<file path="config.mk">
export PLATFORM = sky130hd
export DESIGN_NAME = cpu_cycle_stretcher
export DESIGN_NICKNAME = d
export VERILOG_FILES = /design/src/rtl/cpu_cycle_stretcher.sv
export SDC_FILE = /design/constraint.sdc
export NUM_CORES = 1
export LEC_CHECK = 0
export CAP_MARGIN = 20
export CORE_AREA = 8 8 45 47
export DETAILED_ROUTE_END_ITERATION = 8
export DIE_AREA = 0 0 53 55
export PLACE_DENSITY = 0.66
export SYNTH_ARGS = -nofsm -noshare
export SYNTH_HDL_FRONTEND = slang
export SYNTH_SLANG_ARGS = --single-unit
</file>
<file path="constraint.sdc">
create_clock -name clock_32 -period 2 [get_ports clock_32]
set_input_delay 0.4 -clock clock_32 [delete_from_list [all_inputs] [get_ports clock_32]]
set_output_delay 0.4 -clock clock_32 [all_outputs]
set_load 0.005 [all_outputs]
</file>
<file path="src/rtl/cpu_cycle_stretcher.sv">
// CPU and 1 MHz clock-enable generator for the 32 MHz system clock.
// Stretches CPU cycles that hit 1 MHz devices and holds the CPU off during external-memory waits.
module cpu_cycle_stretcher #(
    parameter int unsigned DIV_LOG2   = 4,
    parameter bit          STRETCH_EN = 1'b1
) (
    input  logic clock_32,
    input  logic reset_n,
    input  logic mhz1_enable,
    input  logic ddr_enable,
    input  logic ext_wait,
    output logic cpu_clken,
    output logic mhz1_clken,
    output logic mhz1_phase,
    output logic io_cycle,
    output logic wait_active
);

    localparam int unsigned CNT_W = DIV_LOG2 + 1;

    typedef enum logic [1:0] {
        IDLE    = 2'd0,
        STRETCH = 2'd1,
        WAIT    = 2'd2
    } state_t;

    state_t           state;
    state_t           state_nxt;
    logic [CNT_W-1:0] cnt;
    logic             start_phase;
    logic             start_phase_nxt;
    logic             ddr_q;
    logic             ddr_nxt;
    logic             io_nxt;
    logic             grant;
    logic             slot;
    logic             top_slot;
    logic             stretch_req;

    assign slot        = &cnt[DIV_LOG2-1:0];
    assign top_slot    = slot & cnt[DIV_LOG2];
    assign stretch_req = STRETCH_EN & mhz1_enable;
    assign mhz1_phase  = cnt[DIV_LOG2];

    // Free-running phase counter, FSM state and registered enables
    always_ff @(posedge clock_32 or negedge reset_n) begin
        if (!reset_n) begin
            cnt         <= '0;
            state       <= IDLE;
            start_phase <= 1'b0;
            ddr_q       <= 1'b0;
            cpu_clken   <= 1'b0;
            mhz1_clken  <= 1'b0;
            io_cycle    <= 1'b0;
            wait_active <= 1'b0;
        end else begin
            cnt         <= cnt + CNT_W'(1);
            state       <= state_nxt;
            start_phase <= start_phase_nxt;
            ddr_q       <= ddr_nxt;
            cpu_clken   <= grant;
            mhz1_clken  <= &cnt;
            io_cycle    <= io_nxt;
            wait_active <= (state_nxt == WAIT);
        end
    end

    // Cycle-start sampling and grant decision; cycle start never coincides with a slot
    always_comb begin
        state_nxt       = state;
        start_phase_nxt = start_phase;
        ddr_nxt         = ddr_q;
        io_nxt          = io_cycle;
        grant           = 1'b0;

        if (cpu_clken) begin
            ddr_nxt = ddr_enable;
            io_nxt  = stretch_req;
            if (stretch_req) begin
                state_nxt       = STRETCH;
                start_phase_nxt = cnt[DIV_LOG2];
            end
        end

        case (state)
            IDLE: begin
                if (slot) begin
                    if (ddr_q && ext_wait) begin
                        state_nxt = WAIT;
                    end else begin
                        grant = 1'b1;
                    end
                end
            end
            STRETCH: begin
                // A cycle started mid-period lets the first top slot pass
                if (top_slot) begin
                    if (start_phase) begin
                        start_phase_nxt = 1'b0;
                    end else if (ddr_q && ext_wait) begin
                        state_nxt = WAIT;
                    end else begin
                        grant     = 1'b1;
                        state_nxt = IDLE;
                    end
                end
            end
            WAIT: begin
                if (slot && !ext_wait) begin
                    grant     = 1'b1;
                    state_nxt = IDLE;
                end
            end
            default: state_nxt = IDLE;
        endcase
    end

endmodule

</file>
* Yosys cells after proc, flatten, opt, wreduce, memory -nomap -nowiden *
Index checks and enable logic that the tools add are counted.

cells by class
  $add $sub $neg = 1
  eq/ne operators = 3
  muxes and demuxes = 20
  bitwise operators = 1
  reduce and logical (&&, ||, !) cells = 6

operators with widths
  operator                                        count
  2-to-1 mux 2 bit                                8
  2-to-1 mux 1 bit                                10
  one-hot mux 2 bit (3 select lines)              1
  adder 5 x 1 -> 5 bit (second input constant)    1
  AND reduction 5 bit                             1
  == test 2 bit (second input constant)           2
  AND reduction 4 bit                             1
  one-hot mux 1 bit (3 select lines)              1
  == test 2 x 1 -> 1 bit (second input constant)  1
  logical AND 1 bit                               2
  zero test 2 bit                                 1
  bitwise AND 1 bit                               1
  zero test 1 bit                                 1

storage, ports and cells
  flip-flop bits (word level) = 13
  output and inout port bits = 5
  word-level logic and storage cells = 39

* Logic depth before layout (Yosys ltp) *
  depth in word-level cells = 6
  mapped depth = 7
  gate-level depth less buffers = 7

* Worst setup path before layout *
Ideal clock, no wire load.

  path kind = register to register
  start point = reg cnt[0]
  end point = reg state[0]
  arrival time = 1375 ps
  data required time = 1906 ps
  slack = 532 ps
  cell stages (with the launch flop) = 7
  buffers on the path = 0
  clock period less this slack = 1468 ps
  cell sequence = dfrtp_1 > ha_1 > nand3_1 > inv_1 > ha_1 > a21o_1 > a221oi_2

on the way
  cells in the longest elaborated chain, start to end = 4
  elaborated cells between the ends (all ways) = 7

ends and longest elaborated chain
  item                                                    RTL line  source
  start, declared                                         29        logic [CNT_W-1:0] cnt;
  start signal, assigned                                  57        cnt <= cnt + CNT_W'(1);
  AND reduction 4 bit *                                   40        assign slot = &cnt[DIV_LOG2-1:0];
  bitwise AND 1 bit or logical AND 1 bit (tied branches)  41, 109
  2-to-1 mux 2 bit (on tied branches)                     97, 109
  one-hot mux 2 bit (3 select lines) *                    85        case (state)
  named net state_nxt[0]                                  28        state_t state_nxt;
  end signal, assigned                                    58        state <= state_nxt;
  end, declared                                           27        state_t state;

The timed path passes the listed nets; every way through them passes the cells marked *.
A chain may end at the register's enable or synchronous reset.

* Worst setup path in the final report *
  start point = reg cpu_clken
  end point = out cpu_clken

RTL lines
  item                    RTL line  source
  start, declared         12        output logic cpu_clken,
  start signal, assigned  61        cpu_clken <= grant;

No word-level cell between the ends.

==> run_results.csv <==
group,metric,value,unit
timing,clock_skew,0.00119,ns
routing,vias_per_cell,5.33,
global_route,grt_pass1_vias,410,
routing,drtPass1Iterations,2,
synth,ys_top_cells_by_area,"dfrtp_1 (59%), ha_1 (4.5%), inv_1 (3.4%)",
timing,final.setup.tns,0,ns
clock_tree,post_cts_buffers,0,
clock_tree,clockBufferDepth,2,
timing,final-hold-violation-count,0,
global_route,grt_max_degree,14,
clock_tree,cts_tree,"yes",
global_route,grt_usage,8.30,%
min_path,hp-class,"register to register",
placement,place_inst,72,
die,die_w,53,um
finish,area_growth,23.9,%
timing,slew_headroom,62.3,%
timing,tightest_slew,0.564,ns
timing,setup_violations,0,
routing,vias,405,
synth,syn_area_per_cell,11.5,um2
status,status,"finished clean",
critical_path,startpoint,"cpu_clken",
critical_path,crit_type,"register to primary output",
finish,fill_cells,136,
die,initial_utilization,40.1,%
global_route,grt_pass1_wl,1730,um
synth,yosysWarnings,0,
placement,gp_congestion,0.848,
synth,synth-seq-cells,13,
routing,drc,0,
power_and_ir_drop,leakagePower,0.000324,uW
critical_path,endpoint_kind,"primary output",
clock_tree,cts-root-buf,"clkbuf_4",
die,fp.dieH,55,um
clock_tree,numCtsBuffers,3,
timing,period_needed,1.63,ns
clock_tree,cts_hold_buf,0,
timing,finalCritPeriodShare,81.7,%
clock_tree,cts-htree-levels,1,
critical_path,crit_family,"buffers and inverters",
finish,final_cells,76,
critical_path,slowest_stage,"clkdlybuf4s50_1",
die,rows,14,
synth,synth_fp_nets,55,
finish,final_cell_mix,"dfrtp_1 (13), clkdlybuf4s50_1 (9), inv_1 (5)",
die,core_area,0.00138,mm2
global_route,antenna_found_initial,0,
die,pin_count,10,
finish,antenna_cells,0,
synth,synth_cells,48,
finish,final_core_util,49.6,%
critical_path,worstPathCellList,"clkdlybuf4s50_1",
routing,drt_wl_total,1040,um
synth,synth.yosys.seq_area_share,58.7,%
synth,yosysTopAreaCellShare,58.7,%
routing,wire_per_inst,13.6,um
global_route,grt.overflow.total,0,
finish,drive_gt1_share,11.7,%
finish,nets,68,
critical_path,r2r-start,"cnt[0]",
synth,synth_area_leader_cell,"dfrtp_1",
critical_path,slowest_delay,0.53,ns
power_and_ir_drop,p_total,517,uW
routing,drt_iter0_markers,1,
clock_tree,cts_resized,0,
critical_path,start_kind,"register",
synth,synth_cell_types,22,
finish,layout_commonest_cell,"dfrtp_1",
placement,dp_hpwl,759,um
timing,max_freq,0.612,GHz
synth,syn-cell-area,554,um2
critical_path,cp.arrival,1.23,ns
die,die_area,0.00292,mm2
min_path,hold_start,"cnt[0]",
critical_path,required,1.60,ns
power_and_ir_drop,power_density,753,mW/mm2
job,drv_cap,0,
routing,final_antenna_net_count,0,
power_and_ir_drop,peakVddDrop,332,uV
clock_tree,clock_sinks,13,
timing,drv_slew,0,
critical_path,crit_buf_inv,1,
timing,grt_setup_unrepaired,"false",
clock_tree,cts.clk_slew.worst_paths,0.08,ns
placement,numPortBuffers,9,
critical_path,worstPathMaxFanout,5,
clock_tree,clock_latency,0.28,ns
## synthesized netlist by cell type
cell and number:
ha_1 2, a221oi_2 1, a21o_1 1, and2_1 1, inv_1 5, dfrtp_1 13, nand4_1 2, o311ai_0 2
a31o_1 1, nor2_1 1, o32ai_1 1, buf_2 1, nor2_2 1, o21ai_0 2, nor2b_1 1, nand3_1 2
a21oi_1 3, xnor2_1 1, xor2_1 1, o2111ai_1 1, nand2_1 4, mux2_2 1
## registers in the layout (all words and copies together), names as in the netlist
register,flops
ddr_q,1
state,2
cnt,5
cpu_clken,1
start_phase,1
io_cycle,1
wait_active,1
mhz1_clken,1
## final cells by class
class / instances / area, um2 / area share, %
Timing Repair Buffer: 9 / 90.1 / 13.1
Inverter: 5 / 18.8 / 2.73
Clock inverter: 1 / 5.00 / 0.729
Clock buffer: 3 / 22.5 / 3.28
Sequential cell: 13 / 325 / 47.4
Tap cell: 16 / 20.0 / 2.91
Multi-Input combinational cell: 29 / 205 / 29.9
## path summary, 6_finish.rpt
path	endpoint	cells past startpoint	slack [ns]
setup / recovery	cpu_clken	1	0.37
hold / removal	cnt[0]	1	0.46
setup reg to reg	state[0]	6	0.40
hold reg to reg	cnt[0]	1	0.46
max in group asynchronous	cnt[1]	1	1.16
min in group asynchronous	start_phase	1	0.47
## metrics by stage
step / hold WS, ns / worst slack [ns] / area, um2
after floorplan: 0.104 / 0.532 / 554
after global placement: 0.435 / 0.442 / 659
after detailed placement: 0.451 / 0.399 / 659
after CTS: 0.463 / 0.355 / 687
after global routing: 0.484 / 0.261 / 687
final: 0.459 / 0.367 / 687
## per-layer routing
| layer | track usage [%] | up-vias | routed length [um] |
|---|---|---|---|
| li1 | - | 196 | - |
| met1 | 8.50 | 195 | 456 |
| met2 | 12.3 | 9 | 451 |
| met3 | 4.01 | 5 | 80 |
| met4 | 7.76 | 0 | 46 |
| met5 | 0 | - | 0 |
## cells by family (layout without fill, tap and decap cells)
kind of cell	after synthesis	after routing	synth area share (%)
flip-flops	13	13	58.7
AO/OA/AOI/OAI	12	12	16.5
AND/OR/NAND/NOR	12	12	10.8
buffers and inverters	6	18	4.29
adder cells (fa/ha/maj)	2	2	4.51
XOR/XNOR	2	2	3.16
multiplexers	1	1	2.03
## report_power, final
| group | leakage (uW) | switching, uW | total (uW) | internal [uW] |
|---|---|---|---|---|
| clock | 0.0000177 | 89.7 | 164 | 74.4 |
| combinational | 0.000144 | 24.6 | 55.3 | 30.8 |
| sequential | 0.000163 | 20.3 | 298 | 277 |
| total | 0.000324 | 135 | 517 | 383 |
(Power assumes the default switching activity.)
